`config.mk`:
```
export PLATFORM = sky130hd
export DESIGN_NAME = wb_timer_slave
export DESIGN_NICKNAME = d
export VERILOG_FILES = /design/src/rtl/wb_timer_slave.sv
export SDC_FILE = /design/constraint.sdc
export NUM_CORES = 1
export LEC_CHECK = 0
export BUFFER_PORTS_ARGS = -buffer_cell sky130_fd_sc_hd__buf_2
export CAP_MARGIN = 20
export CORE_ASPECT_RATIO = 1.2
export CORE_MARGIN = 3
export CORE_UTILIZATION = 25
export DETAILED_ROUTE_END_ITERATION = 7
export PLACE_DENSITY = 0.45
export RECOVER_POWER = 25
export SLEW_MARGIN = 20
export SYNTH_ARGS = -nofsm -noshare
export SYNTH_HDL_FRONTEND = slang
export SYNTH_SLANG_ARGS = --single-unit
```
`constraint.sdc`:
```
create_clock -name i_clk -period 5.5 [get_ports i_clk]
set_clock_uncertainty 0.1 [all_clocks]
set_input_delay 0.275 -clock i_clk [delete_from_list [all_inputs] [get_ports i_clk]]
set_output_delay 0.275 -clock i_clk [all_outputs]
set_load 0.02 [all_outputs]
```
`src/rtl/wb_timer_slave.sv`:
```
// -----------------------------------------------------------------------------
// wb_timer_slave
//   Wishbone responder holding a programmable 16-bit timer with a compare
//   match flag and a level interrupt. Classic single-cycle-latency transfers:
//   the cycle after a transfer is accepted carries exactly one of ack or err.
//
//   Register map (wb_adr[2:0]):
//     0 CTRL     [0] en  [1] autoreload  [2] ien
//     1 PRESCALE tick period is PRESCALE+1 cycles
//     2 COMPARE  match value for COUNT+1
//     3 COUNT    timer value, read/write
//     4 STATUS   [0] pend, write 1 to clear
//     5-7        error response, no side effects
//
// Ports
//   i_clk, i_rst         clock, synchronous active-high reset
//   wb_cyc, wb_stb       bus cycle / strobe
//   wb_we                1 = write, 0 = read
//   wb_adr               address; upper bits select this block, [2:0] the register
//   wb_i_dat, wb_sel     write data and byte lanes
//   wb_o_dat             read data, zero whenever wb_ack is low
//   wb_ack, wb_err       transfer / error acknowledge (one cycle)
//   wb_rty               never asserted
//   o_irq                registered STATUS.pend & CTRL.ien
// -----------------------------------------------------------------------------
module wb_timer_slave #(
    parameter int unsigned       ADDR_W    = 24,
    parameter logic [ADDR_W-1:0] BASE      = 24'hF000,
    parameter logic [15:0]       PRESC_RST = 16'h0000
) (
    input  logic              i_clk,
    input  logic              i_rst,
    input  logic              wb_cyc,
    input  logic              wb_stb,
    input  logic              wb_we,
    input  logic [ADDR_W-1:0] wb_adr,
    input  logic [15:0]       wb_i_dat,
    input  logic [1:0]        wb_sel,
    output logic [15:0]       wb_o_dat,
    output logic              wb_ack,
    output logic              wb_err,
    output logic              wb_rty,
    output logic              o_irq
);

    localparam logic [2:0] OFF_CTRL     = 3'd0;
    localparam logic [2:0] OFF_PRESCALE = 3'd1;
    localparam logic [2:0] OFF_COMPARE  = 3'd2;
    localparam logic [2:0] OFF_COUNT    = 3'd3;
    localparam logic [2:0] OFF_STATUS   = 3'd4;

    logic [2:0]  ctrl_q, ctrl_d;
    logic [15:0] prescale_q, prescale_d;
    logic [15:0] compare_q, compare_d;
    logic [15:0] count_q, count_d;
    logic [15:0] psc_q, psc_d;
    logic        pend_q, pend_d;
    logic        irq_q, irq_d;
    logic        ack_q, ack_d;
    logic        err_q, err_d;
    logic [15:0] rdat_q, rdat_d;

    logic        hit;
    logic        legal;
    logic        wr;
    logic        count_wr;
    logic        tick;
    logic        match;
    logic        pend_clr;
    logic [15:0] count_inc;
    logic [2:0]  off;

    function automatic logic [15:0] lane_merge(input logic [15:0] old_val,
                                               input logic [15:0] new_val,
                                               input logic [1:0]  sel);
        lane_merge = {sel[1] ? new_val[15:8] : old_val[15:8],
                      sel[0] ? new_val[7:0]  : old_val[7:0]};
    endfunction

    always_comb begin
        off   = wb_adr[2:0];
        // ~ack/~err keeps a still-held strobe from being acknowledged twice.
        hit   = wb_cyc & wb_stb & (wb_adr[ADDR_W-1:3] == BASE[ADDR_W-1:3])
                & ~ack_q & ~err_q;
        legal = (off <= OFF_STATUS);
        wr    = hit & legal & wb_we;
        count_wr = wr & (off == OFF_COUNT);

        ctrl_d     = ctrl_q;
        prescale_d = prescale_q;
        compare_d  = compare_q;
        count_d    = count_q;
        psc_d      = psc_q;
        pend_clr   = 1'b0;
        ack_d      = hit & legal;
        err_d      = hit & ~legal;
        rdat_d     = 16'h0000;

        // Read data reflects register contents before this edge's update.
        if (hit && legal && !wb_we) begin
            case (off)
                OFF_CTRL:     rdat_d = {13'd0, ctrl_q};
                OFF_PRESCALE: rdat_d = prescale_q;
                OFF_COMPARE:  rdat_d = compare_q;
                OFF_COUNT:    rdat_d = count_q;
                OFF_STATUS:   rdat_d = {15'd0, pend_q};
                default:      rdat_d = 16'h0000;
            endcase
        end

        tick = 1'b0;
        if (ctrl_q[0]) begin
            if (psc_q == 16'h0000) begin
                psc_d = prescale_q;
                tick  = 1'b1;
            end else begin
                psc_d = psc_q - 16'd1;
            end
        end

        // A bus write to COUNT on a tick cycle swallows that tick entirely.
        count_inc = count_q + 16'd1;
        match     = tick & ~count_wr & (count_inc == compare_q);
        if (tick && !count_wr) begin
            count_d = (match && ctrl_q[1]) ? 16'h0000 : count_inc;
        end

        if (wr) begin
            case (off)
                OFF_CTRL: begin
                    if (wb_sel[0]) begin
                        ctrl_d = wb_i_dat[2:0];
                        if (wb_i_dat[0]) begin
                            psc_d = prescale_q;
                        end
                    end
                end
                OFF_PRESCALE: prescale_d = lane_merge(prescale_q, wb_i_dat, wb_sel);
                OFF_COMPARE:  compare_d  = lane_merge(compare_q, wb_i_dat, wb_sel);
                OFF_COUNT:    count_d    = lane_merge(count_q, wb_i_dat, wb_sel);
                OFF_STATUS:   pend_clr   = wb_sel[0] & wb_i_dat[0];
                default:      ;
            endcase
        end

        // A match in the same cycle as a clear leaves pend set.
        pend_d = pend_q;
        if (pend_clr) begin
            pend_d = 1'b0;
        end
        if (match) begin
            pend_d = 1'b1;
        end

        irq_d = pend_d & ctrl_d[2];
    end

    always_ff @(posedge i_clk) begin
        if (i_rst) begin
            ctrl_q     <= 3'd0;
            prescale_q <= PRESC_RST;
            compare_q  <= 16'h0000;
            count_q    <= 16'h0000;
            psc_q      <= 16'h0000;
            pend_q     <= 1'b0;
            irq_q      <= 1'b0;
            ack_q      <= 1'b0;
            err_q      <= 1'b0;
            rdat_q     <= 16'h0000;
        end else begin
            ctrl_q     <= ctrl_d;
            prescale_q <= prescale_d;
            compare_q  <= compare_d;
            count_q    <= count_d;
            psc_q      <= psc_d;
            pend_q     <= pend_d;
            irq_q      <= irq_d;
            ack_q      <= ack_d;
            err_q      <= err_d;
            rdat_q     <= rdat_d;
        end
    end

    assign wb_o_dat = rdat_q;
    assign wb_ack   = ack_q;
    assign wb_err   = err_q;
    assign wb_rty   = 1'b0;
    assign o_irq    = irq_q;

endmodule

```
* After elaboration in Yosys (flattened, before gate mapping) *
Index checks and enable logic that the tools add are counted.

word-level totals
  flip-flop bits (word level) = 87
  output and inout bits = 20
  input bits = 47

operators by class
  mux-type cells = 22
  eq/ne operators = 8
  reductions and logical operators = 14
  add/subtract/negate cells = 2
  bitwise operators = 17
  $lt $le $gt $ge = 1

operators by type and width
  cell                                                   number
  2-to-1 mux 16 bit                                      10
  case mux 16 bit (5 select lines)                       1
  == test 21 x 13 -> 1 bit, second input constant        1
  adder 16 x 1 -> 16 bit, second input constant          1
  == test 16 bit                                         1
  zero test 16 bit                                       1
  2-to-1 mux 8 bit                                       2
  subtractor 16 x 1 -> 16 bit, second input constant     1
  AND reduction 3 bit                                    5
  bitwise AND 1 bit                                      12
  2-to-1 mux 3 bit                                       3
  == test 3 x 2 -> 1 bit, second input constant          2
  2-to-1 mux 1 bit                                       6
  != test 3 bit, second input constant                   2
  inverter 1 bit                                         5
  logical AND 1 bit                                      4
  == test 3 x 1 -> 1 bit, second input constant          1
  == test 3 bit, second input constant                   1
  less-or-equal comparator 3 bit, second input constant  1
  zero test 3 bit                                        1
  zero test 1 bit                                        2
  OR reduction 2 bit                                     1

* Longest topological paths before layout *
  word-level depth = 15
  gate-level depth with buffers = 12
  depth with buffers taken out = 10

* Least setup slack after synthesis *
No wires, ideal clock.

  kind = register to register
  start = register count_q[0]
  end = register count_q[5]
  period minus slack after synthesis = 2.783 ns
  setup slack = 2.717 ns
  data arrival time = 2.546 ns
  path buffers = 3
  cell stages (with the launch flop) = 13
  required time = 5.262 ns
  cells stage by stage = dfxtp_1 -> ha_1 -> buf_2 -> nand3_4 -> nor4_4 -> xnor2_1 -> a2111o_1 -> nor4_2 -> and3_1 -> buf_4 -> or2_1 -> buf_6 -> a2111oi_4

between the ends
  longest elaborated chain between the ends = 8

RTL lines
  what                        line  RTL
  start: declaration          55    logic [15:0] count_q, count_d;
  start signal: assignment    174   count_q <= count_d;
  adder 16 x 1 -> 16 bit (*)  122   count_inc = count_q + 16'd1;
  == test 16 bit              123   match = tick & ~count_wr & (count_inc == compare_q);
  bitwise AND 1 bit           123
  logical AND 1 bit           125   count_d = (match && ctrl_q[1]) ? 16'h0000 : count_inc;
  2-to-1 mux 16 bit (*)       125
  2-to-1 mux 16 bit (*)       124   if (tick && !count_wr) begin
  2-to-1 mux 16 bit           129   case (off)
  2-to-1 mux 16 bit (*)       128   if (wr) begin

Mark *: on every way between the ends. The rest lies on a longest branch, timed or not.
A chain may end at the register's enable or synchronous reset.

* Worst setup path in the final report *
Same ends and word-level chain as after synthesis.

==> impl_results.md <==
- Outcome: complete, no violations
- Critical path class: reg2reg
- Synth Register Bits: 87
- # hold bufs at CTS: 0
- Share of the yosys chip area belonging to registers: 34.53%
- Cell taking the most area after synthesis: dfxtp_1
- Largest net degree at the start of global routing: 67
- Setup bufs post-CTS: 0
- Layout Nets: 681
- Leakage power: 2.017 nW
- Max-cap viol count: 0
- Grt peak-use layer: met2
- Core Area: 19690 um^2
- Final min period: 3.510 ns
- Max VDD drop: 0.1316 mV
- PostCTS Resize Cnt: 0
- Measured slew at the worst slew-check pin: 0.9618 ns
- Deepest clock path buffer count: 2
- Vias: 4523
- Avg Inst Size Synth: 8.462 um^2
- Crit-path cells: ha_1 > nand3_4 > nor4_4 > xnor2_1 > a2111o_1 > nor4_2 > and3_1 > or2_1 > a2111oi_4
- GR Layer Usage met2: 25.50%
- Row count: 56
- Asr flop ratio synth: 0%
- Detail Route Antenna Nets: 0
- Relative slew slack: 35.53%
- Area delta synth->final: 15.16%
- IO Port Bufs: 65
- Chip height: 161.6 um
- Final WL: 15890 um
- Synth unique cells: 68
- Post-synthesis instance area: 5044 um^2
- Fmax achieved: 284.9 MHz
- RSZ-0062 raised after global routing: no
- First-pass GRT wire length: 25360 um
- Die area: 21920 um^2
- Total Power: 1.408 mW
- Vias per cell: 5.037
- Final period util: 63.81%
- DRT Pass-1 Iters: 5
- Hold slack: 0.09699 ns
- GR Util met1: 18.55%
- Crit-path max cell delay: 0.49 ns
- Layout Utilization: 29.50%
- Most common cell in the netlist: dfxtp_1
- All-layer global routing usage: 14.76%
- Worst-Skew Late Latency: 0.34 ns
- Vias in the first global route: 4583
- Syn nets: 645
- Power Density: 242.3 nW/um^2
- H-Tree Depth: 3
- Root Driver: clkbuf_16
- Synth top area share: 34.53%
- Aggregate negative setup slack: 0 ns
- RePlAce Congestion: 0.9388
- Hpwl dp: 12030 um
- Critical Path End Type: register
- Worst hold path class: in2reg
- Top post-synthesis cells by area: dfxtp_1 35%, nor2_1 5.7%, mux2i_1 5.2%
- Non-filler cells, final: 898
- Post-synth EDFFs: 0
- Ys flop type: dfxtp_1
- Setup violations, final: 0
- DR iter-0 viols: 373
- Antenna cell count: 0
- CP Max Fanout: 9
- CTS tree: yes
- Fraction of layout cells with a size suffix above 1: 17.43%
- Slowest cell on crit path: dfxtp_1
- Final Slew Violations: 0
- Initial Util: 25.62%
- Crit path launch type: register
- WP data required: 5.61 ns
- Fillers: 2084
- Grt ovf: 0
- DP Cell Count: 882
- Synth cell count leaders: 87 x dfxtp_1, 76 x nor2_1, 50 x nand2_1
- Chip Width: 135.7 um
- Cts bufs inserted: 9
- Synthesized instance count: 596
- Arrival @ worst endpoint: 3.62 ns
- Residual DRC: 0
- Initial antenna violation count: 0
- I/O Pins: 67
- Met3 GRT Util: 2.118%
- Sink Count: 87
- Final Hold Viols: 0
- Wire per inst: 17.70 um
- Clock-pin slew on the worst setup and hold paths: 0.07 ns
- Ys Warns: 0
==> per-layer routing <==
| metal | vias to the layer above | wire [um] |
|---|---|---|
| met5 | - | 0 |
| met4 | 0 | 415 |
| met1 | 2164 | 7016 |
| met3 | 24 | 529 |
| met2 | 117 | 7932 |
| li1 | 2218 | - |
==> layout by cell type (no fill, tap or decap), types with 3 or more instances in the layout <==
master	instances
dfxtp_1	87
nor2_1	76
nand2_1	50
buf_2	46
a21oi_1	28
mux2i_1	26
xnor2_1	25
a211oi_1	19
clkbuf_1	19
a22oi_1	17
nor3_1	16
nand3_1	15
mux2_2	15
o21ai_0	14
nand4_1	12
nand2b_1	12
nor4_1	9
clkbuf_16	9
or3_1	8
xor2_1	8
nor2b_1	7
or2_1	7
nor3_2	6
o21bai_1	6
o22ai_1	6
and4_1	5
or4_1	5
o21a_1	5
inv_1	4
or2_2	4
and3_1	4
o211ai_1	4
buf_4	4
nor4bb_1	3
nand3b_1	3
nor4_2	3
==> final cells by class <==
type,instances,area (um^2),area share [%]
Clock inverter,6,67.56,1.163
Clock buffer,10,239.0,4.115
Multi-Input combinational cell,461,3087,53.15
Inverter,4,15.01,0.2585
Timing Repair Buffer,69,331.6,5.709
Tap cell,261,326.6,5.623
Sequential cell,87,1742,29.99
==> cell families (layout without fill, tap and decap cells) <==
family / Yosys count / in the layout / share of synthesized area (%)
AO/OA/AOI/OAI: 115 / 115 / 15.51
XOR/XNOR: 33 / 33 / 5.731
adder cells (fa/ha/maj): 2 / 2 / 0.4961
buffers and inverters: 48 / 89 / 4.440
flip-flops: 87 / 87 / 34.53
multiplexers: 43 / 43 / 9.402
other: 1 / 1 / 0.07435
AND/OR/NAND/NOR: 267 / 267 / 29.82
==> worst max-delay path, delay by kind of cell, from the launching register on <==
| kind | cells | cell delay, ns |
|---|---|---|
| AND/OR/NAND/NOR | 5 | 1.71 |
| flip-flops | 1 | 0.49 |
| adder cells (fa/ha/maj) | 1 | 0.41 |
| XOR/XNOR | 1 | 0.13 |
| AO/OA/AOI/OAI | 2 | 0.53 |
==> registers in the layout, summed over array words and instances, names as in the netlist <==
signal and count:
count_q 16, wb_o_dat 16, psc_q 16, o_irq 1, wb_err 1, prescale_q 16
pend_q 1, compare_q 16, ctrl_q 3, wb_ack 1
==> per-stage QoR <==
| step | area [um^2] | setup slack (ns) |
|---|---|---|
| floorplan | 5044 | 2.717 |
| global placement | 5529 | 2.101 |
| detailed placement | 5529 | 2.009 |
| CTS | 5836 | 1.987 |
| global route | 5808 | 1.679 |
| finish | 5808 | 1.990 |
==> worst paths after layout <==
kind / from / endpoint / slack [ns] / depth (start not counted)
setup reg to reg: count_q[0] / count_q[5] / 1.99 / 9
setup / recovery: count_q[0] / count_q[5] / 1.99 / 9
hold reg to reg: prescale_q[9] / prescale_q[9] / 0.38 / 2
hold / removal: wb_i_dat[11] / prescale_q[11] / 0.1 / 3
==> power breakdown <==
part	switching (mW)	internal, mW	leakage [nW]
clock network	0.276	0.367	0.145
registers	0.0214	0.636	0.701
logic	0.0620	0.0454	1.17
total	0.359	1.05	2.02
(Power assumes the default switching activity.)
